===== src/rtl/switch_debouncer_if.sv =====
// switch_debouncer_if: raw switch levels and hold in, debounced byte and strobes out; SW_EDGE_EN adds rise/fall strobes
interface switch_debouncer_if #(
    parameter int WIDTH = 8
);
    logic [WIDTH-1:0] sw_raw;
    logic             hold;
    logic [WIDTH-1:0] sw_stable;
    logic [WIDTH-1:0] sw_changed;
    logic             change_any;
`ifdef SW_EDGE_EN
    logic [WIDTH-1:0] sw_rise;
    logic [WIDTH-1:0] sw_fall;
    modport master (
        output sw_raw, hold,
        input  sw_stable, sw_changed, change_any, sw_rise, sw_fall
    );
    modport slave (
        input  sw_raw, hold,
        output sw_stable, sw_changed, change_any, sw_rise, sw_fall
    );
`else
    modport master (
        output sw_raw, hold,
        input  sw_stable, sw_changed, change_any
    );
    modport slave (
        input  sw_raw, hold,
        output sw_stable, sw_changed, change_any
    );
`endif
endinterface


===== src/rtl/switch_debouncer.sv =====
// switch_debouncer: per-bit synchronizer + debounce counter with hold freeze and change strobes; SW_EDGE_EN adds rise/fall strobes
module switch_debouncer #(
    parameter int WIDTH           = 8,
    parameter int SYNC_STAGES     = 2,
    parameter int DEBOUNCE_CYCLES = 16
) (
    input logic clk,
    input logic clr,
    switch_debouncer_if.slave bus
);
    localparam int CW = $clog2(DEBOUNCE_CYCLES);
    localparam logic [CW-1:0] CNT_MAX = CW'(DEBOUNCE_CYCLES - 1);
    typedef enum logic {IDLE, PENDING} state_t;
    logic [WIDTH-1:0] sync_q [SYNC_STAGES];
    logic [WIDTH-1:0] s;
    logic [WIDTH-1:0] mism;
    logic [WIDTH-1:0] stable_q, stable_d;
    logic [WIDTH-1:0] changed_q, commit_d;
    logic             change_any_q;
    logic [CW-1:0]    cnt_q [WIDTH];
    logic [CW-1:0]    cnt_d [WIDTH];
    state_t           state_q [WIDTH];
    state_t           state_d [WIDTH];
    assign s    = sync_q[SYNC_STAGES-1];
    assign mism = s ^ stable_q;
    // synchronizer chain bringing the asynchronous switch levels into the clk domain
    always_ff @(posedge clk) begin
        if (clr) begin
            for (int k = 0; k < SYNC_STAGES; k++) sync_q[k] <= '0;
        end else begin
            sync_q[0] <= bus.sw_raw;
            for (int k = 1; k < SYNC_STAGES; k++) sync_q[k] <= sync_q[k-1];
        end
    end
    // per-bit IDLE/PENDING next state: count mismatches, saturate under hold, commit when the count is full
    always_comb begin
        commit_d = '0;
        stable_d = stable_q;
        for (int i = 0; i < WIDTH; i++) begin
            cnt_d[i]   = '0;
            state_d[i] = IDLE;
            if (mism[i]) begin
                if (cnt_q[i] != CNT_MAX) begin
                    cnt_d[i]   = (state_q[i] == IDLE) ? CW'(1) : cnt_q[i] + CW'(1);
                    state_d[i] = PENDING;
                end else if (bus.hold) begin
                    cnt_d[i]   = CNT_MAX;
                    state_d[i] = PENDING;
                end else begin
                    commit_d[i] = 1'b1;
                    stable_d[i] = s[i];
                end
            end
        end
    end
    // state, counter, debounced value and change strobes
    always_ff @(posedge clk) begin
        if (clr) begin
            for (int i = 0; i < WIDTH; i++) begin
                cnt_q[i]   <= '0;
                state_q[i] <= IDLE;
            end
            stable_q     <= '0;
            changed_q    <= '0;
            change_any_q <= 1'b0;
        end else begin
            for (int i = 0; i < WIDTH; i++) begin
                cnt_q[i]   <= cnt_d[i];
                state_q[i] <= state_d[i];
            end
            stable_q     <= stable_d;
            changed_q    <= commit_d;
            change_any_q <= |commit_d;
        end
    end
    assign bus.sw_stable  = stable_q;
    assign bus.sw_changed = changed_q;
    assign bus.change_any = change_any_q;
`ifdef SW_EDGE_EN
    logic [WIDTH-1:0] rise_q, fall_q;
    // direction-qualified strobes registered alongside sw_changed
    always_ff @(posedge clk) begin
        if (clr) begin
            rise_q <= '0;
            fall_q <= '0;
        end else begin
            rise_q <= commit_d & stable_d;
            fall_q <= commit_d & ~stable_d;
        end
    end
    assign bus.sw_rise = rise_q;
    assign bus.sw_fall = fall_q;
`endif
endmodule


===== src/flat_wrapper.sv =====
// flat-port wrapper written by rule: the top's interface ports become plain ports
module switch_debouncer_flat 
#(
    parameter int WIDTH           = 8,
    parameter int SYNC_STAGES     = 2,
    parameter int DEBOUNCE_CYCLES = 16
)
  (clk, clr, bus_sw_raw, bus_hold, bus_sw_stable, bus_sw_changed, bus_change_any);
  switch_debouncer_if #(.WIDTH(WIDTH)) bus_i ();
  input logic clk;
  input logic clr;
  input wire logic [$bits(bus_i.sw_raw)-1:0] bus_sw_raw;
  input wire logic [$bits(bus_i.hold)-1:0] bus_hold;
  output wire logic [$bits(bus_i.sw_stable)-1:0] bus_sw_stable;
  output wire logic [$bits(bus_i.sw_changed)-1:0] bus_sw_changed;
  output wire logic [$bits(bus_i.change_any)-1:0] bus_change_any;
  assign bus_i.sw_raw = bus_sw_raw;
  assign bus_i.hold = bus_hold;
  assign bus_sw_stable = bus_i.sw_stable;
  assign bus_sw_changed = bus_i.sw_changed;
  assign bus_change_any = bus_i.change_any;
  switch_debouncer #(.WIDTH(WIDTH), .SYNC_STAGES(SYNC_STAGES), .DEBOUNCE_CYCLES(DEBOUNCE_CYCLES)) u_core (.clk(clk), .clr(clr), .bus(bus_i));
endmodule

===== config.mk =====
export PLATFORM = sky130hd
export DESIGN_NAME = switch_debouncer_flat
export DESIGN_NICKNAME = d
export VERILOG_FILES = /design/src/rtl/switch_debouncer_if.sv /design/src/rtl/switch_debouncer.sv /design/src/flat_wrapper.sv
export SDC_FILE = /design/constraint.sdc
export NUM_CORES = 1
export LEC_CHECK = 0
export BUFFER_PORTS_ARGS = -buffer_cell sky130_fd_sc_hd__buf_4
export CAP_MARGIN = 20
export CORE_ASPECT_RATIO = 1.1
export CORE_MARGIN = 4
export CORE_UTILIZATION = 52
export CTS_CLUSTER_SIZE = 8
export DETAILED_ROUTE_END_ITERATION = 10
export HOLD_SLACK_MARGIN = 0.06
export PLACE_DENSITY = 0.74
export RECOVER_POWER = 50
export SLEW_MARGIN = 20
export SYNTH_ARGS = -nofsm -noshare
export SYNTH_HDL_FRONTEND = slang
export SYNTH_SLANG_ARGS = --single-unit

===== constraint.sdc =====
create_clock -name clk -period 1.35 [get_ports clk]
set_input_delay 0.27 -clock clk [delete_from_list [all_inputs] [get_ports clk]]
set_output_delay 0.27 -clock clk [all_outputs]
set_load 0.05 [all_outputs]

==> reports/qor.yml <==
outcome: "finished clean"
fin_cells: 460
finalWirelength_um: 5730
syn_area_per_cell_um2: 9.06
regToRegSetupSlack_ns: 0.05
cts_tree: "done"
p_leak_nw: 1.46
cp.arrival_ns: 1.56
min_from: "bus_sw_raw[1]"
holdCritPathClass: "in -> reg"
gp_congestion: 0.788
timing.fmax_mhz: 772
grt_pass1_vias: 2222
finalSetupViolations: 0
finalSetupTns_ns: 0
rows: 28
drc: 0
grt_pass1_wl_um: 9720
layout_commonest_cell: "dfxtp_1"
drt_iter0_markers: 99
slew_viol_final: 0
synth-edff-count: 0
ios: 28
mostFrequentLayoutCells: "dfxtp_1 (64), buf_4 (40), nand2_1 (35), a21oi_1 (23), nor2_1 (21)"
numCtsBuffers: 9
die_area_um2: 6740
layout-drive-gt1-share: 0.283
post-place-ws_ns: -0.0684
antenna_found_initial: 0
synth_cell_type_count: 27
grt.overflow.total: 0
dr.pass1.iters: 4
ir_drop_uv: 828
ctsHtreeMaxLevel: 3
grt_usage: 0.181
die_w_um: 78.7
synth_seq_cells: 73
n_fill_cell: 423
cp_max_fo: 5
rr_worst_depth: 6
wl_per_cell_um: 12.4
cts_setup_buffers: 0
r2r-start: "u_core.cnt_q[0][1]"
drv_cap: 0
powerDensity_nw_per_um2: 1210
ys_async_sr_fraction: 0
cp-end-kind: "flop"
viasPerCell: 5.19
worstHoldPathCells: 2
cp.required_ns: 1.61
slowest_delay_ns: 0.33
final_antenna_net_count: 0
insertion_delay_ns: 0.34
ys.flop_type: "dfxtp_1"
worst_setup_hold_path_clk_slew_ns: 0.08
cp-start-kind: "flop"
die_h_um: 85.7
vias: 2386
tightestPinTransition_ns: 0.539
nets: 399
critPathLaunch: "u_core.cnt_q[0][1]"
min_period_over_period: 0.960
core-area_um2: 5360
cts_buffer_depth: 2
critical_path.cell_chain: "ha_1 -> nand3_2 -> buf_6 -> nor2_1 -> or2_4 -> a31oi_2"
grt_setup_unrepaired: "true"
final.min_clock_period_ns: 1.30
dp.cells: 444
dpl.hpwl_um: 3960
synth_nets: 334
synth_warnings: 0
start_util: 0.533
root_buffer: "clkbuf_8"
relSlewSlack: 0.641
setup_slack_ns: 0.0542
fin_skew_ns: 0.0127
grt_max_degree: 23
hold_viol: 0
slowest_stage: "dfxtp_1"
power.total_mw: 4.46
area_growth_syn_to_layout_pct: 28.7
critPathKind: "reg -> reg"
io_buffers: 27
syn_area_um2: 2860
postSynthCellCount: 315
cts_sinks: 73
yosysSeqAreaShare: 0.512
insertedDiodeCount: 0
[cell usage after synthesis, types with 2 or more instances]
master / instances / area [um^2]
nor3_1: 14 / 70.1
a21oi_1: 25 / 125
nand3b_1: 4 / 30.0
nor2b_1: 13 / 81.3
a31oi_1: 2 / 12.5
or2_4: 8 / 70.1
nand3_1: 26 / 130
o31ai_1: 3 / 22.5
o21ai_0: 20 / 100
xnor2_1: 6 / 52.6
and2b_1: 3 / 22.5
a2111oi_0: 2 / 17.5
a21o_1: 3 / 22.5
inv_1: 15 / 56.3
xor2_1: 3 / 26.3
nand2_1: 35 / 131
or2_1: 6 / 37.5
dfxtp_1: 73 / 1460
nand2b_1: 2 / 12.5
a31oi_2: 6 / 75.1
buf_2: 4 / 20.0
nor2_1: 22 / 82.6
a32oi_1: 8 / 70.1
clkbuf_1: 2 / 7.51
ha_1: 8 / 100
[critical path, delay by kind of cell (launching register included)]
| kind | cells | cell delay, ns |
|---|---|---|
| DFF | 1 | 0.33 |
| adders and majority gates | 1 | 0.22 |
| and+or+nand+nor | 3 | 0.42 |
| buffers and inverters | 1 | 0.12 |
| AOI/OAI and AO/OA | 1 | 0.14 |
[worst paths after layout]
path / endpoint
hold / removal: u_core.sync_q[0][1]
setup / recovery: u_core.cnt_q[0][0]
setup reg to reg: u_core.cnt_q[0][0]
hold reg to reg: u_core.sync_q[0][12]
[through the flow]
| step | util | area, um^2 | hold WS (ns) |
|---|---|---|---|
| finish | 0.685 | 3670 | 0.134 |
| global route | 0.685 | 3670 | 0.128 |
| CTS | 0.682 | 3650 | 0.127 |
| detailed placement | 0.633 | 3390 | 0.420 |
| global placement | 0.633 | 3390 | 0.417 |
| floorplan | - | 2880 | 0.395 |
[cell type report]
| cell class | instances | area [um^2] | area share |
|---|---|---|---|
| Clock buffer | 12 | 155 | 0.0422 |
| Clock inverter | 4 | 98.8 | 0.0269 |
| Inverter | 15 | 56.3 | 0.0153 |
| Multi-Input combinational cell | 220 | 1390 | 0.378 |
| Sequential cell | 73 | 1470 | 0.401 |
| Tap cell | 75 | 93.8 | 0.0255 |
| Timing Repair Buffer | 61 | 409 | 0.111 |
[kinds of logic (layout without fill, tap and decap cells)]
logic type,after synthesis,in the layout,synth area share
XOR/XNOR,9,9,0.0276
AO/OA/AOI/OAI,69,69,0.156
AND/OR/NAND/NOR,134,134,0.236
buffers and inverters,22,92,0.0333
flip-flops,73,73,0.512
adder cells (fa/ha/maj),8,8,0.0351
[routing by layer]
metal  global-route usage  wire [um]
met2                0.300       2810
met3               0.0410        168
met5                    0          0
met1                0.223       2640
met4               0.0874        105
[where the power goes]
part,switching [mW],internal [mW]
Combinational,0.0761,0.0755
Sequential,0.0241,2.19
Clock,0.767,1.33
Total,0.867,3.60
[registers in the layout (all words and copies together), names as in the netlist]
signal                 cells
u_core.cnt_q              32
u_core.sync_q             16
u_core.bus.sw_changed      8
u_core.bus.sw_stable       8
u_core.state_q             8
u_core.bus.change_any      1
[timing repair]
item | CTS | global route
endpoints found under the setup margin | 1 | 19
hold buffers | 0 | 0
gates resized for setup | 3 | 21
Note: power is estimated with default switching activity, not from simulation.
